File: src/rtl/i_serdes_word_align.sv
// i_serdes_word_align
//
// Automatic word-alignment controller for NUM_CH I_SERDES receive channels.
// Each channel has its own FSM. It compares the channel's parallel word with
// TRAIN_PATTERN and issues BITSLIP_ADJ pulses until the pattern is seen on
// MATCH_CNT consecutive valid words. The FSM then reports lock. If no slip
// position produces the pattern, the FSM reports an error instead. The block
// runs in the CLK_IN domain, directly behind the I_SERDES instances.
//
// Ports:
//   CLK_IN         word clock, the same clock as the I_SERDES CLK_IN
//   RST            asynchronous active-high reset
//   START          single-cycle request to (re)start training on all channels
//   Q_IN           parallel words; channel c uses bits [c*WIDTH +: WIDTH]
//   DATA_VALID_IN  per-channel word-valid qualifier
//   BITSLIP_ADJ    per-channel bitslip request, SLIP_PULSE cycles wide
//   ALIGNED        channel locked on the training pattern
//   ALIGN_ERROR    channel tried every slip position without locking
//   SLIP_COUNT     slips issued per channel in this run, 4 bits per channel
//   DONE           every channel is either LOCKED or ERROR
//
// All outputs are registered and reset to 0.

module i_serdes_word_align #(
    parameter int unsigned WIDTH         = 4,
    parameter int unsigned NUM_CH        = 1,
    parameter logic [9:0]  TRAIN_PATTERN = 10'h00A,
    parameter int unsigned MATCH_CNT     = 4,
    parameter int unsigned SETTLE_CYC    = 3,
    parameter int unsigned SLIP_PULSE    = 2
) (
    input  logic                    CLK_IN,
    input  logic                    RST,
    input  logic                    START,
    input  logic [NUM_CH*WIDTH-1:0] Q_IN,
    input  logic [NUM_CH-1:0]       DATA_VALID_IN,
    output logic [NUM_CH-1:0]       BITSLIP_ADJ,
    output logic [NUM_CH-1:0]       ALIGNED,
    output logic [NUM_CH-1:0]       ALIGN_ERROR,
    output logic [NUM_CH*4-1:0]     SLIP_COUNT,
    output logic                    DONE
);

    localparam int unsigned CntW = 8;

    localparam logic [WIDTH-1:0] Pattern    = TRAIN_PATTERN[WIDTH-1:0];
    localparam logic [3:0]       MatchLast  = 4'((MATCH_CNT > 0) ? MATCH_CNT - 1 : 0);
    localparam logic [3:0]       MaxSlips   = 4'(WIDTH);
    localparam logic [CntW-1:0]  PulseLast  = CntW'((SLIP_PULSE > 0) ? SLIP_PULSE - 1 : 0);
    localparam logic [CntW-1:0]  SettleLast = CntW'((SETTLE_CYC > 0) ? SETTLE_CYC - 1 : 0);
    localparam logic [CntW-1:0]  CntOne     = CntW'(1);

    typedef enum logic [2:0] {
        StIdle,
        StCheck,
        StSlip,
        StSettle,
        StLocked,
        StError
    } state_e;

    // Per-channel "finished" flags, taken from the next state so that DONE
    // updates on the same edge as ALIGNED and ALIGN_ERROR.
    logic [NUM_CH-1:0] term_d;
    logic              done_q;

    for (genvar c = 0; c < NUM_CH; c++) begin : g_ch
        state_e           state_q, state_d;
        logic [3:0]       match_q, match_d;
        logic [3:0]       slip_q, slip_d;
        logic [CntW-1:0]  pulse_q, pulse_d;
        logic [CntW-1:0]  settle_q, settle_d;
        logic             bitslip_q, bitslip_d;
        logic             aligned_q, aligned_d;
        logic             error_q, error_d;
        logic [WIDTH-1:0] word;
        logic             valid;
        logic             is_match;

        assign word     = Q_IN[c*WIDTH +: WIDTH];
        assign valid    = DATA_VALID_IN[c];
        assign is_match = (word == Pattern);

        // State, counter and output registers.
        always_ff @(posedge CLK_IN or posedge RST) begin
            if (RST) begin
                state_q   <= StIdle;
                match_q   <= '0;
                slip_q    <= '0;
                pulse_q   <= '0;
                settle_q  <= '0;
                bitslip_q <= 1'b0;
                aligned_q <= 1'b0;
                error_q   <= 1'b0;
            end else begin
                state_q   <= state_d;
                match_q   <= match_d;
                slip_q    <= slip_d;
                pulse_q   <= pulse_d;
                settle_q  <= settle_d;
                bitslip_q <= bitslip_d;
                aligned_q <= aligned_d;
                error_q   <= error_d;
            end
        end

        // Next-state and counter logic.
        always_comb begin
            state_d  = state_q;
            match_d  = match_q;
            slip_d   = slip_q;
            pulse_d  = pulse_q;
            settle_d = settle_q;

            if (START) begin
                // START overrides every state, including a pulse in progress.
                state_d  = StCheck;
                match_d  = '0;
                slip_d   = '0;
                pulse_d  = '0;
                settle_d = '0;
            end else begin
                unique case (state_q)
                    StCheck: begin
                        if (valid) begin
                            if (is_match) begin
                                match_d = match_q + 4'd1;
                                if (match_q == MatchLast) begin
                                    state_d = StLocked;
                                end
                            end else begin
                                match_d = '0;
                                if (slip_q == MaxSlips) begin
                                    state_d = StError;
                                end else begin
                                    state_d = StSlip;
                                    pulse_d = '0;
                                    if (slip_q != 4'd15) begin
                                        slip_d = slip_q + 4'd1;
                                    end
                                end
                            end
                        end
                    end
                    StSlip: begin
                        // The pulse width does not depend on DATA_VALID_IN.
                        if (pulse_q == PulseLast) begin
                            pulse_d  = '0;
                            settle_d = '0;
                            state_d  = (SETTLE_CYC == 0) ? StCheck : StSettle;
                        end else begin
                            pulse_d = pulse_q + CntOne;
                        end
                    end
                    StSettle: begin
                        // Only valid words count toward the settle window.
                        if (valid) begin
                            if (settle_q == SettleLast) begin
                                settle_d = '0;
                                state_d  = StCheck;
                            end else begin
                                settle_d = settle_q + CntOne;
                            end
                        end
                    end
                    StIdle, StLocked, StError: begin
                    end
                    default: state_d = StIdle;
                endcase
            end
        end

        // Outputs are decoded from the next state and then registered.
        always_comb begin
            bitslip_d = (state_d == StSlip);
            aligned_d = (state_d == StLocked);
            error_d   = (state_d == StError);
        end

        assign term_d[c]             = aligned_d | error_d;
        assign BITSLIP_ADJ[c]        = bitslip_q;
        assign ALIGNED[c]            = aligned_q;
        assign ALIGN_ERROR[c]        = error_q;
        assign SLIP_COUNT[c*4 +: 4]  = slip_q;
    end

    always_ff @(posedge CLK_IN or posedge RST) begin
        if (RST) begin
            done_q <= 1'b0;
        end else begin
            done_q <= &term_d;
        end
    end

    assign DONE = done_q;

endmodule
File: config.mk
export PLATFORM = sky130hd
export DESIGN_NAME = i_serdes_word_align
export DESIGN_NICKNAME = d
export VERILOG_FILES = /design/src/rtl/i_serdes_word_align.sv
export SDC_FILE = /design/constraint.sdc
export NUM_CORES = 1
export LEC_CHECK = 0
export CORE_MARGIN = 3
export CORE_UTILIZATION = 40
export CTS_CLUSTER_SIZE = 14
export DETAILED_ROUTE_END_ITERATION = 12
export PLACE_DENSITY_LB_ADDON = 0.08
export SYNTH_ARGS = -nofsm -noshare
export SYNTH_HDL_FRONTEND = slang
export SYNTH_SLANG_ARGS = --single-unit
File: constraint.sdc
create_clock -name CLK_IN -period 2.1 [get_ports CLK_IN]
set_input_delay 0.21 -clock CLK_IN [delete_from_list [all_inputs] [get_ports CLK_IN]]
set_output_delay 0.21 -clock CLK_IN [all_outputs]
set_load 0.01 [all_outputs]
==> results.py <==
metrics = {
    "routing": {
        "drtPass1Iterations": 4,
        "viasPerCell": 5.83,
        "vias": 1482,
        "ant_nets": 0,
        "drt-wirelength-per-cell_um": 15.1,
        "drt_iter0_drc": 95,
        "drc": 0,
        "wl_mm": 3.85,
    },
    "synth": {
        "synthFlopType": "dfrtp_1",
        "synthArstFlopShare": 1.00,
        "synth-seq-cells": 31,
        "synth_area_per_cell_um2": 10.5,
        "netlist_area_um2": 1850,
        "ys_seq_area_frac": 0.418,
        "ys.warnings.count": 0,
        "synth_nets": 192,
        "synth_edf_count": 0,
        "synth_top_area_cell": "dfrtp_1",
        "synth_cell_types": 62,
        "netlist.area_leader.share": 0.418,
        "syn_inst": 177,
        "yosys-top-cells-area": "dfrtp_1, ha_1, a21oi_1",
    },
    "finish": {
        "nets": 216,
        "n_antenna_cell": 0,
        "drive_above_1_share": 0.129,
        "area_delta_synth_final_pct": 19.4,
        "final_util": 0.502,
    },
    "clock_tree": {
        "cts_root_buf": "clkbuf_8",
        "cts_sinks": 31,
        "clk_latency_ns": 0.29,
        "clk_pin_slew_ns": 0.07,
        "htreeDepth": 2,
        "clockBufferDepth": 2,
        "cts_made_buffers": 5,
        "cts_tree": "done",
        "cts_setup_buffers": 0,
        "ctsHoldBuffers": 0,
        "cts_resized": 0,
    },
    "critical_path": {
        "end_kind": "flip-flop",
        "arrival_ns": 2.15,
        "critical_path.slowest_cell": "dfrtp_1",
        "path_cells": "inv_1 > ha_1 > mux2_2 > a211oi_4 > o2111ai_1 > mux2_1",
        "critPathMaxStageDelay_ns": 0.45,
        "crit_fanout": 5,
        "required_ns": 2.27,
        "critical_path.startpoint_type": "flip-flop",
        "criticalPathCategory": "reg2reg",
    },
    "sta": {
        "min_period_over_period": 0.943,
        "relSlewSlack": 0.633,
        "tns_ns": 0,
        "drv_slew": 0,
        "worst_slew_pin_slew_ns": 0.551,
        "rsz0062_at_grt": "no",
        "min_period_ns": 1.98,
        "finalHoldViolCount": 0,
        "max_freq_ghz": 0.505,
        "finClkSkew_ns": 0.00543,
        "setup_violations": 0,
    },
    "place": {
        "port_buffers": 15,
        "hpwl_mm": 2.80,
        "routabilityCongestion": 0.821,
    },
    "grt": {
        "grt_pass1_wl_mm": 6.61,
        "overflow": 0,
        "grtUsageTotal": 0.160,
        "grt_start_max_net_pins": 32,
        "grt_antenna_before_repair": 0,
        "grt_pass1_vias": 1444,
    },
    "floorplanning": {
        "core_area_um2": 4410,
        "die_w_um": 74.1,
        "start_util": 0.420,
        "pin_count": 16,
        "die_h_um": 74.1,
        "rows": 24,
        "dieArea_um2": 5490,
    },
    "power_and_ir_drop": {
        "finalPower_mw": 1.44,
        "power.leakage_nw": 0.943,
        "vdd_drop_max_v": 0.000363,
        "power_density_nw_per_um2": 649,
    },
    "job": {
        "drv_cap": 0,
    },
    "run_status": {
        "status": "finished clean",
    },
    "min_path": {
        "hold_class": "in2async",
    },
}
-- power by group --
| part | total [mW] | switching [mW] | internal [mW] |
|---|---|---|---|
| sequential | 0.632 | 0.0223 | 0.610 |
| combinational | 0.188 | 0.100 | 0.0877 |
| clock | 0.618 | 0.234 | 0.384 |
| total | 1.44 | 0.357 | 1.08 |
-- cells in the final DEF, fill, tap and decap left out, types with 2 or more instances in the layout --
cell	n
a21oi_1	9
nand2_1	8
nand4bb_1	3
mux2i_1	3
mux2_1	2
buf_4	7
and3_1	5
xnor2_1	2
clkbuf_8	6
nand2b_1	3
and2_1	2
o211ai_1	2
inv_1	8
a41oi_1	2
nor2b_1	5
o31ai_1	2
or3_1	2
a311o_1	2
o21ai_1	4
o22ai_1	2
a31oi_1	3
nand3_1	8
dfrtp_1	31
a32o_1	3
clkdlybuf4s50_1	15
a21o_1	3
nor2_1	12
nand3b_1	2
ha_1	7
nor3_1	3
a22o_1	3
-- synth_stat cells (3+ instances only) --
cell type  number
nand3_1         8
inv_1           8
nor2b_1         5
a31oi_1         3
a21oi_1         9
o21ai_1         4
nand4bb_1       3
nand2_1         8
a21o_1          3
mux2i_1         3
and3_1          5
a32o_1          3
dfrtp_1        31
ha_1            7
nor3_1          3
nor2_1         12
a22o_1          3
nand2b_1        3
-- state kept, by name, indices dropped and copies added (netlist names) --
| name | count |
|---|---|
| g_ch.pulse_q | 8 |
| g_ch.match_q | 4 |
| g_ch.state_q | 3 |
| ALIGN_ERROR | 1 |
| ALIGNED | 1 |
| g_ch.settle_q | 8 |
| BITSLIP_ADJ | 1 |
| SLIP_COUNT | 4 |
| DONE | 1 |
-- final timing paths --
path	from	endpoint	slack [ns]	cells after the start
max in group asynchronous	RST	g_ch[0].pulse_q[6]$_DFFE_PP0P_	1.49	3
setup reg to reg	SLIP_COUNT[0]$_DFFE_PP0P_	SLIP_COUNT[3]$_DFFE_PP0P_	0.12	6
min in group CLK_IN	g_ch[0].pulse_q[7]$_DFFE_PP0P_	g_ch[0].pulse_q[7]$_DFFE_PP0P_	0.52	1
hold / removal	RST	g_ch[0].settle_q[7]$_DFFE_PP0P_	0.31	3
setup / recovery	SLIP_COUNT[0]$_DFFE_PP0P_	SLIP_COUNT[3]$_DFFE_PP0P_	0.12	6
hold reg to reg	g_ch[0].pulse_q[7]$_DFFE_PP0P_	g_ch[0].pulse_q[7]$_DFFE_PP0P_	0.52	1
-- worst max-delay path: cells and delay by family (launching register included) --
kind            cells  cell delay (ns)
fa+ha+maj           1             0.22
flops               1             0.45
mux                 2             0.62
buf+inv             1             0.07
compound gates      2             0.50
-- final cells by class --
type	instances	area [um^2]
multi-input cells	133	1020
flip-flops and latches	31	776
well taps	52	65.1
inverters	8	30.0
repair buffers	22	203
clock inverters	2	35.0
clock buffers	6	82.6
fillers	405	2200
-- logic make-up after synthesis --
family | after synthesis | share of synthesized area
simple gates | 67 | 0.238
buf+inv | 13 | 0.0297
xor+xnor | 2 | 0.00945
flops | 31 | 0.418
mux | 6 | 0.0344
fa+ha+maj | 7 | 0.0472
compound gates | 51 | 0.223
-- per-stage QoR --
stage,hold slack [ns],instances,setup slack (ns),cell area [um^2]
6_report,0.308,254,0.119,2210
5_1_grt,0.361,254,0.00307,2210
4_1_cts,0.329,254,0.118,2210
3_5_place_dp,0.509,246,0.118,2100
3_3_place_gp,0.511,246,0.129,2100
2_1_floorplan,0.314,177,0.232,1850
-- routing by layer --
metal  GRT usage  share of wire  routed length (um)
met1       0.198           0.47                1810
met2       0.257           0.48                1860
met3      0.0405          0.025                  97
met4      0.0845          0.020                  78
met5           0              0                   0
Power figures use the tool's default switching activity.
